## src/rtl/rr_arb_pkg.sv

```systemverilog
// Shared definitions for the round-robin grant arbiter.
//   N_REQ       : number of requesters
//   ID_W        : width of an owner index
//   arb_state_t : arbiter FSM state (IDLE / GRANT)
package rr_arb_pkg;

  localparam int N_REQ = 8;
  localparam int ID_W  = 3;

  typedef enum logic {
    IDLE  = 1'b0,
    GRANT = 1'b1
  } arb_state_t;

endpackage

```

## src/rtl/onehot_dec3to8.sv

```systemverilog
// Combinational 3-to-8 one-hot decoder.
//   idx    : input  [2:0]  index to decode
//   onehot : output [7:0]  bit idx set, all others clear
module onehot_dec3to8
  import rr_arb_pkg::*;
(
  input  logic [ID_W-1:0]  idx,
  output logic [N_REQ-1:0] onehot
);

  assign onehot = N_REQ'(1) << idx;

endmodule

```

## src/rtl/rr_grant_arbiter8.sv

```systemverilog
// Round-robin arbiter sharing one resource between 8 requesters. A grant is
// held until the owner signals done or withdraws its request; at least one
// IDLE cycle separates consecutive grants. After a release the search for the
// next winner starts at the index just past the previous owner.
//
// Optional feature (macro ARB_TIMEOUT_EN): a hold counter force-releases a
// grant after TIMEOUT_CYCLES cycles and pulses timeout for one cycle.
// Without the macro, timeout is tied to 0 and grants are held indefinitely.
//
// Ports:
//   clk       : input        system clock, rising edge
//   rst       : input        asynchronous active-high reset
//   req       : input  [7:0] level-sensitive request vector
//   done      : input        current owner finished (sampled only in GRANT)
//   gnt       : output [7:0] registered one-hot grant, zero when idle
//   gnt_id    : output [2:0] registered owner index (holds last value)
//   gnt_valid : output       registered grant-active flag
//   timeout   : output       one-cycle pulse on forced release
module rr_grant_arbiter8
  import rr_arb_pkg::*;
#(
  parameter int TIMEOUT_CYCLES = 16
) (
  input  logic             clk,
  input  logic             rst,
  input  logic [N_REQ-1:0] req,
  input  logic             done,
  output logic [N_REQ-1:0] gnt,
  output logic [ID_W-1:0]  gnt_id,
  output logic             gnt_valid,
  output logic             timeout
);

  if (TIMEOUT_CYCLES < 2 || TIMEOUT_CYCLES > 255) begin : g_bad_timeout
    $error("rr_grant_arbiter8: TIMEOUT_CYCLES must be in 2..255");
  end

  // First requester found scanning p, p+1, ..., p+7 (mod 8). Only meaningful
  // when at least one request bit is set.
  function automatic logic [ID_W-1:0] rr_pick(input logic [N_REQ-1:0] r,
                                               input logic [ID_W-1:0]  p);
    logic [ID_W-1:0] idx;
    logic            found;
    rr_pick = p;
    found   = 1'b0;
    for (int i = 0; i < N_REQ; i++) begin
      idx = p + ID_W'(i);
      if (!found && r[idx]) begin
        rr_pick = idx;
        found   = 1'b1;
      end
    end
  endfunction

  arb_state_t       state, state_nxt;
  logic [ID_W-1:0]  ptr;
  logic [ID_W-1:0]  win_id;
  logic [N_REQ-1:0] win_onehot;
  logic             take;
  logic             rel;

  assign win_id = rr_pick(req, ptr);

  onehot_dec3to8 u_dec (
    .idx    (win_id),
    .onehot (win_onehot)
  );

`ifdef ARB_TIMEOUT_EN
  localparam logic [7:0] HOLD_LAST = 8'(TIMEOUT_CYCLES - 1);
  logic [7:0] hold_cnt;
  logic       tmo_fire;
`endif

  always_comb begin
    state_nxt = state;
    take      = 1'b0;
    rel       = 1'b0;
`ifdef ARB_TIMEOUT_EN
    tmo_fire  = 1'b0;
`endif
    case (state)
      IDLE: begin
        if (|req) begin
          take      = 1'b1;
          state_nxt = GRANT;
        end
      end
      GRANT: begin
        // A normal release (done or withdrawal) takes precedence over expiry,
        // so a coincident done never produces a timeout pulse.
        if (done || !req[gnt_id]) begin
          rel       = 1'b1;
          state_nxt = IDLE;
        end
`ifdef ARB_TIMEOUT_EN
        else if (hold_cnt == HOLD_LAST) begin
          rel       = 1'b1;
          tmo_fire  = 1'b1;
          state_nxt = IDLE;
        end
`endif
      end
    endcase
  end

  always_ff @(posedge clk or posedge rst) begin
    if (rst) begin
      state     <= IDLE;
      ptr       <= '0;
      gnt       <= '0;
      gnt_id    <= '0;
      gnt_valid <= 1'b0;
    end else begin
      state <= state_nxt;
      if (take) begin
        gnt_id    <= win_id;
        gnt       <= win_onehot;
        gnt_valid <= 1'b1;
      end
      if (rel) begin
        gnt       <= '0;
        gnt_valid <= 1'b0;
        ptr       <= gnt_id + ID_W'(1);
      end
    end
  end

`ifdef ARB_TIMEOUT_EN
  always_ff @(posedge clk or posedge rst) begin
    if (rst) begin
      hold_cnt <= 8'd0;
      timeout  <= 1'b0;
    end else begin
      if (take) begin
        hold_cnt <= 8'd0;
      end else if (state == GRANT) begin
        hold_cnt <= hold_cnt + 8'd1;
      end
      timeout <= tmo_fire;
    end
  end
`else
  assign timeout = 1'b0;
`endif

endmodule

```

## config.mk

```make
export PLATFORM = sky130hd
export DESIGN_NAME = rr_grant_arbiter8
export DESIGN_NICKNAME = d
export VERILOG_FILES = /design/src/rtl/rr_arb_pkg.sv /design/src/rtl/onehot_dec3to8.sv /design/src/rtl/rr_grant_arbiter8.sv
export SDC_FILE = /design/constraint.sdc
export NUM_CORES = 1
export LEC_CHECK = 0
export BUFFER_PORTS_ARGS = -buffer_cell sky130_fd_sc_hd__clkbuf_2
export CAP_MARGIN = 20
export CORE_MARGIN = 2
export CORE_UTILIZATION = 52
export DETAILED_ROUTE_END_ITERATION = 7
export PLACE_DENSITY = 0.87
export SLEW_MARGIN = 0
export SYNTH_ARGS = -nofsm -noshare
export SYNTH_HDL_FRONTEND = slang
export SYNTH_SLANG_ARGS = --single-unit
```

## constraint.sdc

```tcl
create_clock -name clk -period 3.11 [get_ports clk]
set_clock_uncertainty 0.15 [all_clocks]
set_input_delay 0.1555 -clock clk [delete_from_list [all_inputs] [get_ports clk]]
set_output_delay 0.1555 -clock clk [all_outputs]
set_load 0.05 [all_outputs]
```

==> results of run 1 <==
## layout make-up
type                            count  area share (%)
Tap cell                           46            2.62
Inverter                            9            1.65
Clock buffer                        4            1.65
Multi-Input combinational cell    139            61.8
Timing Repair Buffer               46            14.0
Sequential cell                    16            18.2
## Yosys cell counts, types with 2 or more instances
| cell type | number | area share, % |
|---|---|---|
| a21oi_1 | 7 | 2.0 |
| o22ai_1 | 2 | 0.71 |
| nor3b_1 | 2 | 0.85 |
| ha_1 | 3 | 2.1 |
| nor2_1 | 6 | 1.3 |
| buf_4 | 2 | 0.85 |
| o21ai_1 | 3 | 0.85 |
| mux2i_1 | 17 | 9.7 |
| a32oi_2 | 2 | 1.9 |
| buf_2 | 2 | 0.57 |
| o221ai_1 | 2 | 1.0 |
| a32o_1 | 2 | 1.1 |
| buf_6 | 3 | 1.9 |
| mux2_2 | 6 | 3.8 |
| nand2b_1 | 4 | 1.4 |
| o32ai_1 | 2 | 1.0 |
| o21ai_0 | 8 | 2.3 |
| buf_1 | 3 | 0.64 |
| a211o_1 | 2 | 1.0 |
| dfrtp_1 | 16 | 23 |
| xnor2_1 | 2 | 1.0 |
| a31oi_1 | 2 | 0.71 |
| nor4_1 | 2 | 0.71 |
| inv_1 | 9 | 1.9 |
| a22o_1 | 2 | 1.0 |
| nand3_1 | 3 | 0.85 |
| mux4_2 | 13 | 17 |
| nand2_1 | 24 | 5.1 |
| o21a_1 | 2 | 0.85 |
## worst reg2reg max path, stage by stage, from the launching register on
cell,delay (ns)
dfrtp_1,0.42
buf_6,0.22
mux2_2,0.37
mux4_2,0.52
or3b_4,0.47
o211ai_4,0.23
mux2_2,0.39
o31ai_1,0.21
## sequential cells by signal, summed over array words and instances (netlist names)
| signal | cells |
|---|---|
| gnt | 8 |
| gnt_id | 3 |
| ptr | 3 |
| gnt_valid | 1 |
| state | 1 |
## cells by family (layout without fill, tap and decap cells)
group | count (synthesis) | after routing | synth area share (%)
compound gates | 46 | 46 | 21.6
mux | 36 | 36 | 30.2
buf+inv | 20 | 59 | 6.12
other cells | 1 | 1 | 0.213
xor+xnor | 4 | 4 | 3.06
fa+ha+maj | 3 | 3 | 2.14
flops | 16 | 16 | 22.8
simple gates | 49 | 49 | 13.9
## worst max-delay path by stage
stage | from | endpoint | cells past startpoint
4_1_cts | ptr[1] | gnt[7] | 7
3_5_place_dp | ptr[1] | gnt[3] | 11
2_1_floorplan | ptr[1] | gnt[4] | 14
5_1_grt | ptr[1] | gnt[6] | 11
3_3_place_gp | ptr[1] | gnt[2] | 11
6_report | ptr[1] | gnt[7] | 7
## metrics by stage
step	instances	setup slack (ns)	util, %	hold slack, ns
final	260	0.0282	66.8	0.144
after global routing	260	-0.109	66.8	0.172
after CTS	254	-0.0182	62.6	0.139
after detailed placement	248	-0.0390	60.5	0.0744
after global placement	248	0.0493	60.5	0.0756
after floorplan	175	-0.0719	-	-0.0808
## metal layers
metal	GRT usage [%]	share of wire, %
met5	0	0
met4	5.28	1.7
met3	4.89	6.6
met2	37.8	51
met1	31.3	40
## what timing repair did
| item | 4_1_cts | 5_1_grt |
|---|---|---|
| pin swaps | 1 | 8 |
| setup buffers | 1 | 6 |
| hold endpoints to repair | 16 | 0 |
| setup endpoints to repair | 6 | 10 |
| hold buffers | 1 | 0 |
| resized for setup | 2 | 23 |
==> out/metrics.csv, run 1 <==
stage;metric;value;unit
setup_path;crit_chain;buf_6, mux2_2, mux4_2, or3b_4, o211ai_4, mux2_2, o31ai_1;
logic_synthesis;async_flop_share;100;%
worst_hold_path;hp-class;in2reg;
logic_synthesis;synth_warnings;0;
placed_design;gp_congestion;0.860;
route;via_per_inst;6.22;
finish;multiInputGateArea;0.00136;mm²
outcome;status;complete, no violations;
route;drtAntennaViolNets;0;
timing;slew_viol_final;0;
placed_design;dp_hpwl;3080;µm
logic_synthesis;syn_nets;189;
setup_path;crit_required;3.16;ns
finish;final_area;0.00219;mm²
setup_path;worstReg2RegStart;ptr[1];
timing;relSlewSlack;60.0;%
timing;rsz0062_at_grt;yes;
clocking;root_buffer;clkbuf_4;
route;first_pass_iters;4;
route;drc;0;
route;drt_iter0_drc;82;
global_route;grt-ovfl-total;0;
timing;finalSetupTns;0;ns
setup_path;critical_path.top_delay_family;multiplexers;
timing;hold_viol_final;0;
logic_synthesis;synth-seq-area-share;22.8;%
setup_path;path_common_cell;mux2_2;
setup_path;reg2reg_to;gnt[7];
clocking;worstSkewPairLatency;0.29;ns
finish;final_cell_mix;22 x nand2_1, 22 x clkbuf_2, 19 x buf_4;
placed_design;place_area;0.00199;mm²
floorplanning;die-width;62.1;µm
logic_synthesis;synth_flop_cell;dfrtp_1;
finish;final_nets;229;
timing;finalCritPeriodShare;99.1;%
finish;final_layout_size_suffix_gt1_share;45.8;%
placed_design;io_buffers;22;
setup_path;crit_fanout;18;
logic_synthesis;synth_edf_count;0;
clocking;cts_tree;done;
clocking;clk_pin_slew;0.09;ns
floorplanning;core_area;0.00328;mm²
global_route;antenna_found_initial;0;
worst_hold_path;holdPathStages;3;
clocking;cts_buffer_depth;2;
clocking;htreeDepth;1;
floorplanning;start_util;53.5;%
global_route;grtUsageTotal;22.9;%
worst_hold_path;min_from;done;
global_route;grt_pass1_wl;7110;µm
floorplanning;ios;24;
clocking;numCtsBuffers;3;
timing;worstMarginPinSlew;0.600;ns
floorplanning;row_count;21;
logic_synthesis;synth_area;0.00176;mm²
setup_path;slowest_delay;0.52;ns
route;wire_per_inst;17.4;µm
timing;period_needed;3.08;ns
setup_path;worstSetupStartpointType;register;
setup_path;reg2regPathDepth;7;
timing;setup_violations;0;
setup_path;ff2ff_setup_slack;0.03;ns
finish;area_growth;24.9;%
route;finalWirelength;4530;µm
flow_run;drv_cap;0;
route;via_count;1618;
logic_synthesis;avgSynthCellArea;10.0;µm²
floorplanning;die_h;62.1;µm
finish;ff_latch_area;400;µm²
floorplanning;die_area;0.00386;mm²
setup_path;path_buf_inv;1;
setup_path;arrival;3.13;ns
setup_path;slowest_stage;mux4_2;
logic_synthesis;netlist_instances;175;
global_route;grt_start_max_net_pins;19;
logic_synthesis;synthDistinctLibCells;51;
clocking;cts_sinks;16;
finish;diodes;0;
global_route;grt_pass1_vias;1462;
setup_path;criticalPathCategory;reg2reg;
timing;max_clock_freq;324;MHz
worst_hold_path;whs_endpoint;state;
setup_path;cp-end-kind;register;
logic_synthesis;ys_ff_latch;16;
finish;fill_cells;236;
Power of run 1 is not shown: default switching activity piles up to over one toggle a cycle in this logic, so the estimate is an artifact.
==> inputs of run 2 (changes only) <==
--- a/config.mk
+++ b/config.mk
@@ -5,13 +5,13 @@
 export SDC_FILE = /design/constraint.sdc
 export NUM_CORES = 1
 export LEC_CHECK = 0
+export ABC_AREA = 1
 export BUFFER_PORTS_ARGS = -buffer_cell sky130_fd_sc_hd__clkbuf_2
 export CAP_MARGIN = 20
 export CORE_MARGIN = 2
-export CORE_UTILIZATION = 52
+export CORE_UTILIZATION = 51
 export DETAILED_ROUTE_END_ITERATION = 7
 export PLACE_DENSITY = 0.87
-export SLEW_MARGIN = 0
 export SYNTH_ARGS = -nofsm -noshare
 export SYNTH_HDL_FRONTEND = slang
 export SYNTH_SLANG_ARGS = --single-unit
==> run 2 against run 1 <==
Compared with the run above: highest routed layer unchanged; wire length shrank 24%; die area shrank 12%; synthesized cell count grew 41%; via count shrank 0.99%; synthesized area shrank 14%; sequential share of layout area grew 5.7 points; register-to-register slack gained 0.34 ns; fmax grew 12%; non-clock buffer count shrank 21; global-route usage shrank 0.068 points; cell count grew 15%; critical path type unchanged; flip-flop and latch count is the same.
==> out/metrics.csv, run 2 <==
stage;metric;value;unit;change
clocking;clk_pin_slew;0.09;ns;about the same
logic_synthesis;synthDistinctLibCells;29;;-43%
global_route;grtUsageTotal;22.9;%;-0.068 points
timing;hold_viol_final;0;;unchanged
logic_synthesis;yosys-top-cells-area;dfrtp_1 27%, nand2_1 25%, nand3_1 12%, inv_1 4.7%, o21ai_0 3.7%;;
finish;area_growth;11.3;%;
finish;final_layout_size_suffix_gt1_share;18.2;%;-28 points
clocking;cts_sinks;16;;unchanged
logic_synthesis;synthTopCellsByCount;100 x nand2_1, 37 x nand3_1, 19 x inv_1;;
clocking;numCtsBuffers;3;;unchanged
floorplanning;row_count;19;;-9.5%
route;via_count;1602;;-0.99%
global_route;antenna_found_initial;0;;unchanged
floorplanning;die_area;0.00340;mm²;-12%
setup_path;crit_fanout;11;;-7
route;wire_per_inst;11.5;µm;-34%
logic_synthesis;async_flop_share;100;%;unchanged
logic_synthesis;netlist_instances;246;;+41%
clocking;htreeDepth;1;;unchanged
finish;final_nets;284;;+24%
finish;final_cell_mix;99 x nand2_1, 37 x nand3_1, 22 x clkbuf_2;;
placed_design;gp_congestion;0.866;;+0.66%
logic_synthesis;synthSimpleGateAreaFrac;50.7;%;+37 points
flow_run;drv_cap;0;;unchanged
worst_hold_path;hp-class;in2reg;;
route;via_per_inst;5.34;;-14%
logic_synthesis;ys_ff_latch;16;;unchanged
logic_synthesis;synthAdderAreaFrac;2.50;%;+0.36 points
timing;setup_violations;0;;unchanged
route;drt_iter0_drc;55;;-33%
finish;diodes;0;;unchanged
global_route;grt_pass1_wl;6240;µm;-12%
timing;slew_viol_final;0;;unchanged
logic_synthesis;synth_top_family_by_area;simple AND/OR/NAND/NOR gates;;
setup_path;worstSetupStartpointType;register;;
finish;largest_register;gnt;;
timing;finalSetupTns;0;ns;unchanged
finish;final_common_cell;nand2_1;;
floorplanning;die-width;58.3;µm;-6.1%
setup_path;cp-end-kind;register;;
finish;largest_reg_flops;8;;unchanged
finish;final_util;60.2;%;-6.6 points
route;drtAntennaViolNets;0;;unchanged
clocking;cts_setup_buffers;0;;-1
logic_synthesis;synth.most_common_cell;nand2_1;;
logic_synthesis;synth_edf_count;0;;unchanged
setup_path;crit_required;3.18;ns;+0.02 ns
logic_synthesis;syn_nets;260;;+38%
placed_design;io_buffers;22;;unchanged
clocking;cts_buffer_depth;2;;unchanged
route;first_pass_iters;4;;unchanged
setup_path;slowest_stage;dfrtp_1;;
finish;fill_cells;262;;+11%
logic_synthesis;synth_top_area_share;26.6;%;+3.8 points
floorplanning;ios;24;;unchanged
logic_synthesis;synth-seq-area-share;26.6;%;+3.8 points
setup_path;arrival;2.81;ns;-0.32 ns
logic_synthesis;avgSynthCellArea;6.11;µm²;-39%
clocking;worstSkewPairLatency;0.28;ns;about the same
finish;largestRegisters;gnt x8, gnt_id x3, ptr x3;;
finish;stdcell_count;300;;+15%
logic_synthesis;synth_flop_cell;dfrtp_1;;
logic_synthesis;synth_compound_area_share;7.24;%;-14 points
timing;rsz0062_at_grt;no;;
global_route;grt-ovfl-total;0;;unchanged
floorplanning;die_h;58.3;µm;-6.1%
timing;max_clock_freq;365;MHz;+12%
logic_synthesis;synth_area;0.00150;mm²;-14%
route;finalWirelength;3460;µm;-24%
logic_synthesis;synth_top_cell_by_area;dfrtp_1;;
timing;period_needed;2.74;ns;-0.339 ns
clocking;root_buffer;clkbuf_4;;
global_route;grt_pass1_vias;1480;;+1.2%
clocking;cts_tree;done;;
setup_path;crit_chain;inv_2, ha_1, inv_2, nand3_1, nand2_1, nand2_1, nand2_2, nand3_2, nor2_4, nand2_1, nor2_1, nor2_1, nand2_1, nand2_1, nand2_1, nand2_1, nand2_2, nand3_1, nand2_1;;
setup_path;path_common_cell;nand2_1;;
placed_design;dp_cells;295;;+19%
global_route;grt_start_max_net_pins;17;;-2
placed_design;dp_hpwl;2780;µm;-9.8%
setup_path;criticalPathCategory;reg2reg;;
logic_synthesis;synth_xor_area_share;3.91;%;+0.85 points
outcome;status;complete, no violations;;
timing;relSlewSlack;52.1;%;-7.8 points
floorplanning;start_util;54.1;%;+0.59 points
setup_path;slowest_delay;0.39;ns;-0.13 ns
floorplanning;core_area;0.00278;mm²;-15%
logic_synthesis;synth_warnings;0;;unchanged
logic_synthesis;synth_mux_area_share;0;%;-30 points
timing;finalCritPeriodShare;88.2;%;-11 points
timing;worstMarginPinSlew;0.715;ns;+0.115 ns
route;drc;0;;unchanged
run 2: changes by cell type after synthesis, moves of 4 or more:
cell / before / now
nand2_1: 24 / 100
nand3_1: 3 / 37
mux2i_1: 17 / 0
mux4_2: 13 / 0
inv_1: 9 / 19
nor2_1: 6 / 14
nand4_1: 0 / 7
mux2_2: 6 / 0
inv_2: 0 / 5
nand2_2: 0 / 5
nand2b_1: 4 / 0
run 2: metrics by stage:
| stage | setup slack [ns] | hold WS, ns | cell area, µm² |
|---|---|---|---|
| 2_1_floorplan | 0.565 | -0.0808 | 1500 |
| 3_3_place_gp | 0.383 | 0.0695 | 1630 |
| 3_5_place_dp | 0.297 | 0.0684 | 1630 |
| 4_1_cts | 0.273 | 0.0384 | 1670 |
| 5_1_grt | 0.0334 | 0.0607 | 1670 |
| 6_report | 0.367 | 0.0458 | 1670 |
run 2: layout make-up:
class | instances | area, µm² | area share (%)
Timing Repair Buffer | 25 | 135 | 8.07
Tap cell | 31 | 38.8 | 2.32
Inverter | 24 | 90.1 | 5.38
Multi-Input combinational cell | 200 | 973 | 58.1
Clock buffer | 4 | 36.3 | 2.17
Sequential cell | 16 | 400 | 23.9
run 2: worst max-delay path, delay by kind of cell, from the launching register on:
| kind | cells | cell delay (ns) |
|---|---|---|
| buffers and inverters | 2 | 0.29 |
| adder cells (fa/ha/maj) | 1 | 0.35 |
| flip-flops | 1 | 0.39 |
| AND/OR/NAND/NOR | 16 | 1.50 |
run 2: cell families (layout without fill, tap and decap cells):
| logic type | Yosys count | in the layout |
|---|---|---|
| AND/OR/NAND/NOR | 171 | 171 |
| other | 1 | 1 |
| adder cells (fa/ha/maj) | 3 | 3 |
| flip-flops | 16 | 16 |
| buffers and inverters | 30 | 53 |
| XOR/XNOR | 5 | 5 |
| AO/OA/AOI/OAI | 20 | 20 |
run 2: timing repair:
action | in CTS | in global routing
endpoints found under the hold margin | 16 | 0
gates resized for setup | 0 | 2
setup endpoints to repair | 0 | 5
hold buffers | 1 | 0
run 2: final timing paths:
| kind | startpoint | to | slack [ns] | cells past startpoint |
|---|---|---|---|---|
| min in group asynchronous | rst | state | 0.33 | 3 |
| max reg2reg | ptr[0] | gnt[7] | 0.37 | 19 |
| min reg2reg | gnt[0] | gnt[0] | 0.34 | 2 |
| max | ptr[0] | gnt[7] | 0.37 | 19 |
| min | done | state | 0.05 | 3 |
| max in group asynchronous | rst | gnt_id[1] | 2.11 | 3 |
run 2: metal layers:
metal  part of all wire [%]  track usage, %  wire, µm  vias up
met2                     47            38.0      1640       52
li1                       -               -         -      841
met1                     46            32.0      1590      707
met5                      0               0         0        -
met3                    6.3            4.18       218        2
met4                   0.40            2.99        14        0
Power of run 2 is left out for the same reason.
==> inputs of run 3 (changes only) <==
--- a/config.mk
+++ b/config.mk
@@ -12,6 +12,7 @@
 export CORE_UTILIZATION = 51
 export DETAILED_ROUTE_END_ITERATION = 7
 export PLACE_DENSITY = 0.87
+export SETUP_SLACK_MARGIN = 0.4
 export SYNTH_ARGS = -nofsm -noshare
 export SYNTH_HDL_FRONTEND = slang
 export SYNTH_SLANG_ARGS = --single-unit
==> run 3 against run 2 <==
Compared with the run above: global-route usage is 0.093 points higher; design area is 8.9% higher; worst setup slack better by 0.15 ns; flip-flop and latch count stayed put; critical path type unchanged.
==> out/metrics.csv, run 3 (synthesis gave the netlist of run 2 again) <==
stage;metric;value;unit;change
outcome;status;complete, no violations;;
floorplanning;ios;24;;unchanged
timing;max_clock_freq;386;MHz;+5.8%
global_route;grt_pass1_wl;6260;µm;+0.34%
setup_path;slowest_delay;0.41;ns;+0.02 ns
setup_path;crit_chain;inv_4, ha_4, inv_4, nand3_2, nand2_2, nand2_1, nand2_2, nand3_2, nor2_4, nand2_2, nor3_4, nand2_1, a21oi_2, nand4_1, nand2_1;;
finish;diodes;0;;unchanged
timing;slew_viol_final;0;;unchanged
route;finalWirelength;3790;µm;+9.5%
finish;largestRegisters;gnt x8, gnt_id x3, ptr x3;;
floorplanning;die_area;0.00340;mm²;unchanged
finish;final_layout_size_suffix_gt1_share;24.0;%;+5.8 points
placed_design;dp_hpwl;2780;µm;unchanged
flow_run;drv_cap;0;;unchanged
clocking;cts_buffer_depth;2;;unchanged
clocking;htreeDepth;1;;unchanged
finish;largest_reg_flops;8;;unchanged
setup_path;crit_required;3.18;ns;about the same
floorplanning;core_area;0.00278;mm²;unchanged
route;via_count;1652;;+3.1%
global_route;antenna_found_initial;0;;unchanged
route;drt_iter0_drc;82;;+49%
global_route;grt_start_max_net_pins;17;;unchanged
placed_design;gp_congestion;0.866;;unchanged
finish;final_nets;290;;+2.1%
floorplanning;die_h;58.3;µm;unchanged
placed_design;io_buffers;22;;unchanged
finish;ff_latch_area;404;µm²;+0.94%
clocking;clk_pin_slew;0.09;ns;about the same
timing;finalCritPeriodShare;83.4;%;-4.8 points
floorplanning;die-width;58.3;µm;unchanged
clocking;numCtsBuffers;3;;unchanged
finish;multiInputGateArea;0.00106;mm²;+9.1%
timing;setup_violations;0;;unchanged
timing;finalSetupTns;0;ns;unchanged
timing;rsz0062_at_grt;no;;
global_route;grt_pass1_vias;1480;;unchanged
clocking;cts_sinks;16;;unchanged
route;wire_per_inst;12.4;µm;+7.3%
floorplanning;row_count;19;;unchanged
setup_path;worstSetupStartpointType;register;;
worst_hold_path;hp-class;in2reg;;
global_route;grt-ovfl-total;0;;unchanged
finish;final_cell_mix;96 x nand2_1, 35 x nand3_1, 22 x clkbuf_2;;
route;first_pass_iters;4;;unchanged
setup_path;slowest_stage;dfrtp_1;;
finish;area_growth;21.2;%;
global_route;grtUsageTotal;23.0;%;+0.093 points
clocking;root_buffer;clkbuf_4;;
setup_path;criticalPathCategory;reg2reg;;
setup_path;cp-end-kind;register;;
setup_path;arrival;2.67;ns;-0.14 ns
route;drc;0;;unchanged
finish;fill_cells;249;;-5.0%
route;via_per_inst;5.40;;+1.1%
clocking;cts_tree;done;;
route;drtAntennaViolNets;0;;unchanged
clocking;worstSkewPairLatency;0.28;ns;about the same
timing;hold_viol_final;0;;unchanged
timing;period_needed;2.59;ns;-0.150 ns
floorplanning;start_util;54.1;%;unchanged
timing;worstMarginPinSlew;0.725;ns;+0.00958 ns
setup_path;crit_fanout;7;;-4
finish;final_common_cell;nand2_1;;
finish;largest_register;gnt;;
timing;relSlewSlack;51.5;%;-0.64 points
run 3: final timing paths:
check | startpoint | to | slack [ns] | cells past startpoint
worst max-delay path | ptr[0] | gnt[0] | 0.52 | 15
worst min-delay path | done | state | 0.05 | 3
worst max register to register | ptr[0] | gnt[0] | 0.52 | 15
worst min register to register | gnt[0] | gnt[0] | 0.34 | 2
max in group asynchronous | rst | ptr[2] | 2.05 | 3
min in group asynchronous | rst | state | 0.34 | 3
run 3: worst max-delay path, delay by kind of cell, from the launching register on:
kind	cells	cell delay, ns
AOI/OAI and AO/OA	1	0.20
adders and majority gates	1	0.27
buffers and inverters	2	0.16
DFF	1	0.41
and+or+nand+nor	11	1.34
run 3: per-stage QoR:
step / cells / setup WS (ns) / area [µm²] / util (%) / hold WS (ns)
floorplan: 246 / 0.565 / 1500 / - / -0.0808
global placement: 295 / 0.383 / 1630 / 58.4 / 0.0695
detailed placement: 295 / 0.297 / 1630 / 58.4 / 0.0684
CTS: 300 / 0.431 / 1680 / 60.4 / 0.0384
global route: 306 / 0.356 / 1820 / 65.5 / 0.0609
finish: 306 / 0.518 / 1820 / 65.5 / 0.0459
run 3: cell type report:
cell class	instances	share of cell area [%]
repair buffers	31	10.1
multi-input cells	200	58.3
clock buffers	4	1.99
well taps	31	2.13
inverters	24	5.35
flip-flops and latches	16	22.2
run 3: routing by layer:
metal | GRT usage, % | up-vias | share of wire [%]
met3 | 4.18 | 4 | 5.0
met4 | 2.99 | 0 | 0.53
met1 | 32.3 | 745 | 46
met2 | 38.0 | 46 | 49
met5 | 0 | - | 0
li1 | - | 857 | -
run 3: timing repair:
item,4_1_cts,5_1_grt
buffers inserted,0,6
pin swaps,0,7
hold buffers,1,0
resized for setup,4,21
setup endpoints to repair,9,10
hold endpoints to repair,16,0
Power of run 3 is left out for the same reason.
